==> config.mk <==
export PLATFORM = sky130hd
export DESIGN_NAME = mcc_xbar_seq
export DESIGN_NICKNAME = d
export VERILOG_FILES = /design/src/rtl/mcc_xbar_seq.sv
export SDC_FILE = /design/constraint.sdc
export NUM_CORES = 2
export LEC_CHECK = 0
export BUFFER_PORTS_ARGS = -buffer_cell sky130_fd_sc_hd__buf_2
export CORE_AREA = 2 2 529 531
export CTS_BUF_LIST = sky130_fd_sc_hd__clkbuf_4 sky130_fd_sc_hd__clkbuf_8
export DETAILED_ROUTE_END_ITERATION = 8
export DIE_AREA = 0 0 531 533
export PLACE_DENSITY = 0.47
export SYNTH_ARGS = -nofsm -noshare
export SYNTH_HDL_FRONTEND = slang
export SYNTH_SLANG_ARGS = --single-unit
==> constraint.sdc <==
create_clock -name clk -period 101.5 [get_ports clk]
set_input_delay 20.3 -clock clk [delete_from_list [all_inputs] [get_ports clk]]
set_output_delay 20.3 -clock clk [all_outputs]
set_load 0.05 [all_outputs]
==> src/rtl/mcc_xbar_seq.sv <==
// Memristor-crossbar sequencer: buffers an X sub-vector and one B diagonal, programs
// the crossbar, evaluates it, and accumulates ADC results into Y lanes across diagonals.
//
//   state | meaning
//   IDLE  | accept X/B loads and commits; start once a diagonal and a full X are held
//   PROG  | drive staged B to the DAC in program mode for PROG_ITERS cycles
//   EVAL  | drive rotated X in read mode; wait for the ADC strobe
//   ACC   | saturating add of the captured ADC lanes into the Y accumulators
//   DONE  | Y block complete; accumulators and X clear on exit
module mcc_xbar_seq #(
    parameter int XBAR_SIZE     = 32,
    parameter int XBAR_SIZE_BIN = 5,
    parameter int DATA_WIDTH    = 8,
    parameter int ACC_WIDTH     = 20,
    parameter int PROG_ITERS    = 5
) (
    input  logic                                 clk,
    input  logic                                 rst,
    input  logic [DATA_WIDTH-1:0]                b_value_in,
    input  logic [XBAR_SIZE_BIN-1:0]             b_offset_in,
    input  logic                                 b_valid_in,
    input  logic [XBAR_SIZE_BIN-1:0]             b_diag_in,
    input  logic                                 last_diag_in,
    input  logic                                 block_valid_in,
    input  logic [DATA_WIDTH-1:0]                x_value_in,
    input  logic                                 x_valid_in,
    output logic                                 load_ready,
    output logic [DATA_WIDTH*XBAR_SIZE-1:0]      dac_out,
    output logic                                 dac_valid_out,
    output logic                                 dac_mode_out,
    input  logic [DATA_WIDTH*XBAR_SIZE-1:0]      adc_in,
    input  logic                                 adc_valid_in,
    output logic [XBAR_SIZE_BIN*XBAR_SIZE-1:0]   mux_sel,
    output logic [ACC_WIDTH*XBAR_SIZE-1:0]       y_values_out,
    output logic                                 y_values_valid
);

    localparam int IW = (PROG_ITERS > 1) ? $clog2(PROG_ITERS) : 1;

    typedef enum logic [2:0] {IDLE, PROG, EVAL, ACC, DONE} state_t;

    state_t                   state;
    logic [DATA_WIDTH-1:0]    staging [XBAR_SIZE];
    logic [DATA_WIDTH-1:0]    x_buf   [XBAR_SIZE];
    logic [DATA_WIDTH-1:0]    adc_cap [XBAR_SIZE];
    logic [ACC_WIDTH-1:0]     acc     [XBAR_SIZE];
    logic [ACC_WIDTH-1:0]     acc_next[XBAR_SIZE];
    logic [ACC_WIDTH:0]       acc_sum [XBAR_SIZE];
    logic [XBAR_SIZE_BIN-1:0] rot_idx [XBAR_SIZE];
    logic [XBAR_SIZE_BIN-1:0] x_cnt;
    logic [XBAR_SIZE_BIN-1:0] diag;
    logic                     x_full;
    logic                     blk_ok;
    logic                     last;
    logic [IW-1:0]            iter_cnt;
    logic                     drive_en;

    assign drive_en = (state == PROG) || (state == EVAL);

    for (genvar i = 0; i < XBAR_SIZE; i++) begin : g_lane
        // Index arithmetic wraps naturally because XBAR_SIZE is a power of two.
        assign rot_idx[i]  = XBAR_SIZE_BIN'(i) + diag;
        assign acc_sum[i]  = {1'b0, acc[i]} + (ACC_WIDTH+1)'(adc_cap[i]);
        assign acc_next[i] = acc_sum[i][ACC_WIDTH] ? '1 : acc_sum[i][ACC_WIDTH-1:0];

        assign mux_sel[i*XBAR_SIZE_BIN +: XBAR_SIZE_BIN] = drive_en ? rot_idx[i] : '0;
        assign dac_out[i*DATA_WIDTH +: DATA_WIDTH] =
            (state == PROG) ? staging[i] :
            (state == EVAL) ? x_buf[rot_idx[i]] : '0;
        assign y_values_out[i*ACC_WIDTH +: ACC_WIDTH] = acc[i];
    end

    always_ff @(posedge clk or posedge rst) begin
        if (rst) begin
            state          <= IDLE;
            load_ready     <= 1'b1;
            dac_valid_out  <= 1'b0;
            dac_mode_out   <= 1'b0;
            y_values_valid <= 1'b0;
            x_cnt          <= '0;
            diag           <= '0;
            x_full         <= 1'b0;
            blk_ok         <= 1'b0;
            last           <= 1'b0;
            iter_cnt       <= '0;
            for (int i = 0; i < XBAR_SIZE; i++) begin
                staging[i] <= '0;
                x_buf[i]   <= '0;
                adc_cap[i] <= '0;
                acc[i]     <= '0;
            end
        end else begin
            y_values_valid <= 1'b0;
            case (state)
                IDLE: begin
                    if (x_valid_in && !x_full) begin
                        x_buf[x_cnt] <= x_value_in;
                        if (x_cnt == XBAR_SIZE_BIN'(XBAR_SIZE - 1)) begin
                            x_cnt  <= '0;
                            x_full <= 1'b1;
                        end else begin
                            x_cnt <= x_cnt + 1'b1;
                        end
                    end
                    if (b_valid_in)
                        staging[b_offset_in] <= b_value_in;
                    if (blk_ok && x_full) begin
                        state         <= PROG;
                        blk_ok        <= 1'b0;
                        iter_cnt      <= IW'(PROG_ITERS - 1);
                        load_ready    <= 1'b0;
                        dac_valid_out <= 1'b1;
                        dac_mode_out  <= 1'b0;
                    end
                    if (block_valid_in) begin
                        blk_ok <= 1'b1;
                        diag   <= b_diag_in;
                        last   <= last_diag_in;
                    end
                end
                PROG: begin
                    if (iter_cnt == '0) begin
                        state        <= EVAL;
                        dac_mode_out <= 1'b1;
                    end else begin
                        iter_cnt <= iter_cnt - 1'b1;
                    end
                end
                EVAL: begin
                    if (adc_valid_in) begin
                        for (int i = 0; i < XBAR_SIZE; i++)
                            adc_cap[i] <= adc_in[i*DATA_WIDTH +: DATA_WIDTH];
                        state         <= ACC;
                        dac_valid_out <= 1'b0;
                        dac_mode_out  <= 1'b0;
                    end
                end
                ACC: begin
                    for (int i = 0; i < XBAR_SIZE; i++)
                        acc[i] <= acc_next[i];
                    if (last) begin
                        state          <= DONE;
                        y_values_valid <= 1'b1;
                    end else begin
                        state      <= IDLE;
                        load_ready <= 1'b1;
                    end
                end
                DONE: begin
                    for (int i = 0; i < XBAR_SIZE; i++)
                        acc[i] <= '0;
                    x_full     <= 1'b0;
                    state      <= IDLE;
                    load_ready <= 1'b1;
                end
                default: begin
                    state      <= IDLE;
                    load_ready <= 1'b1;
                end
            endcase
        end
    end

endmodule

==> results.toml <==
[status]
status = "finished with violations"
violations = "max-capacitance violations, max-slew violations"

[clocking]
ctsHtreeMaxLevel = 5
clkTransAtPathRegs_ps = 60
clk_latency_ps = 1020
cts_setup_buffers = 0
clk_path_buf_depth = 4
cts_hold_buf = 0
cts_tree = "yes"
cts.sinks = 1431
cts_buffers = 291
root_buffer = "clkbuf_8"
post_cts_resized = 0

[floorplan]
die_x_um = 531
num_rows = 194
dieArea_mm2 = 0.2830
start_util = 0.3211
fp.dieH_um = 533
design.core.area_mm2 = 0.2779
io_pins = 1349

[route]
first_iter_violations = 6961
viasPerCell = 5.869
wirelength_mm = 423.8
drc_errors = 0
vias = 80396
routedWlPerCell_um = 30.94
dr.pass1.iters = 6
ant_nets = 0

[placement]
port_buffers = 1348
gp_congestion = 1.048
dp_hpwl_mm = 323.5

[critical_path]
path_common_cell = "buf_4"
worstPathCellList = "buf_4, buf_4, mux2_2, mux4_2, mux2i_1, o221ai_1, buf_2"
required_ps = 81200
cp-start-kind = "flop"
rr_endpoint = "y_values_out[519]"
critPathMaxStageDelay_ps = 1040
rr_startpoint = "state[2]"
cp_num_buf_inv = 3
endpoint_kind = "output pin"
critPathArrivalTime_ps = 6330
endpoint = "dac_out[247]"
rrSetupSlack_ps = 96960
crit_path_top_delay_cell = "mux2i_1"
crit_type = "flop to output pin"
cp.depth = 7
path_max_fanout = 67
ff2ff_path_depth = 9
critPathLaunch = "diag[0]"
crit_family = "multiplexers"

[yosys]
yosysTopAreaCellShare = 0.4010
syn_nets = 9196
yosys.area.top_type = "dfrtp_1"
synth_edf_count = 0
syn_inst = 8600
synth_warnings = 0
syn_area_mm2 = 0.08923
synth_cell_type_count = 99
ys.flop_type = "dfrtp_1"
yosys-top-cells-area = "dfrtp_1 40%, mux2_2 12%, mux4_2 5.0%, ha_1 3.9%, mux2i_1 3.8%"
synthMostInstantiatedCell = "dfrtp_1"
synth_common_cells = "1430 x dfrtp_1, 976 x mux2_2, 746 x nand2_1"
synth-seq-area-share = 0.4013
avgSynthCellArea_um2 = 10.38
synthArstFlopShare = 1.000
ys_ff_latch = 1431

[final_layout]
postLayoutCoreUtil = 0.3767
nNetsFinal = 10320
syn_to_final_growth_pct = 17.33
drive_above_1_share = 0.3287

[global_route]
first_global_vias = 76529
grtUsageTotal = 0.2885
grt_first_pass_wirelength_mm = 592.3
antenna_found_initial = 106
grt_max_degree = 164
gr-total-overflow = 0

[timing]
hold_viol = 0
finalSetupViolCount = 0
rsz0062_at_grt = "false"
maxSlewHeadroom = -0.02604
drv_slew = 1
worstMarginPinSlew_ps = 1496
clock_skew_ps = 121.7
tns_ps = 0
period_needed_ps = 26630
post-route-period-util = 0.2623
fmax_mhz = 37.56

[worst_hold_path]
holdCritPathClass = "flop to flop"

[pwr]
power_leakage_nw = 48.59
irDropWorstVdd_uv = 43.03
powerDensity_mw_per_mm2 = 43.24

[flow_run]
drv_cap = 1
==> placed cells by master (no fill, tap or decap), types with 46 or more instances in the layout <==
cell and instances:
and4_1 54, nor2b_1 52, nand3_1 176, mux2i_1 336, inv_1 92, buf_2 1348
mux4_2 199, o21ai_0 388, nand2_1 744, a31oi_1 269, a211oi_1 123, clkbuf_4 94
ha_1 272, a311oi_1 53, xor2_1 89, a21oi_1 588, nor3_1 172, buf_4 98
a21o_1 120, and2_1 69, o221ai_1 166, dfrtp_1 1425, nor4_1 47, clkbuf_8 367
xnor2_1 90, o21a_1 46, mux2_2 976, nor2_1 594, and3_1 116
==> per-stage QoR <==
stage | area, um^2 | total power [mW] | worst slack, ps | instances | hold WS [ps]
finish | 104700 | 4.527 | 74870 | 13698 | 497.4
global route | 104600 | 4.716 | 74790 | 13673 | 516.9
CTS | 104600 | 4.487 | 74950 | 13657 | 499.5
detailed placement | 98490 | 3.818 | 76090 | 13155 | 478.5
global placement | 98490 | 3.800 | 76160 | 13155 | 467.0
floorplan | 89230 | 2.937 | 40850 | 8600 | 460.9
==> state kept, by name, indices dropped and copies added (netlist names), 3 cells and up <==
signal        count
x_buf           256
diag              5
staging         256
state             3
iter_cnt          3
y_values_out    640
adc_cap         256
x_cnt             5
==> area by class of cell <==
class	count	area, um^2
Fill cell	27943	173200
Sequential cell	1431	35820
Multi-Input combinational cell	6451	50030
Antenna cell	41	102.6
Clock inverter	41	344.1
Timing Repair Buffer	1452	7602
Tap cell	3724	4659
Clock buffer	461	5757
Inverter	97	372.9
==> per-layer routing <==
metal | global-route usage | share of wire | vias to the layer above
met3 | 0.08896 | 0.10 | 1111
met4 | 0.2011 | 0.081 | 58
met1 | 0.3441 | 0.38 | 40642
met2 | 0.4422 | 0.44 | 4000
li1 | - | - | 34585
met5 | 0 | 0.00093 | -
==> power by group <==
part	switching, mW	total [mW]	internal, mW
clock	0.286	0.650	0.364
sequential	0.174	0.927	0.753
combinational	2.05	2.95	0.898
total	2.51	4.53	2.01
==> worst min-delay path by stage <==
| stage | start | end | slack, ps | cells after the start |
|---|---|---|---|---|
| 6_report | dac_mode_out | dac_mode_out | 500 | 2 |
| 5_1_grt | staging[234] | staging[234] | 520 | 1 |
| 4_1_cts | last | state[2] | 500 | 1 |
| 3_5_place_dp | dac_mode_out | dac_mode_out | 480 | 2 |
| 3_3_place_gp | dac_mode_out | dac_mode_out | 470 | 2 |
| 2_1_floorplan | iter_cnt[0] | iter_cnt[0] | 460 | 1 |
==> worst register-to-register path, cell delays in order (launching register included) <==
cell and delay (ps):
dfrtp_1 490, and3b_4 690, buf_12 370, buf_4 800, buf_4 570, buf_4 460
nand3_1 260, nor2_2 350, a31oi_1 150, a311oi_1 260
==> kinds of logic after synthesis <==
logic type | after synthesis | share of synthesized area
flip-flops | 1431 | 0.4013
adder cells (fa/ha/maj) | 307 | 0.04574
multiplexers | 1547 | 0.2166
buffers and inverters | 718 | 0.03988
XOR/XNOR | 191 | 0.01892
AO/OA/AOI/OAI | 2134 | 0.1551
AND/OR/NAND/NOR | 2272 | 0.1224
No activity file was read; power rests on OpenSTA's default activity.
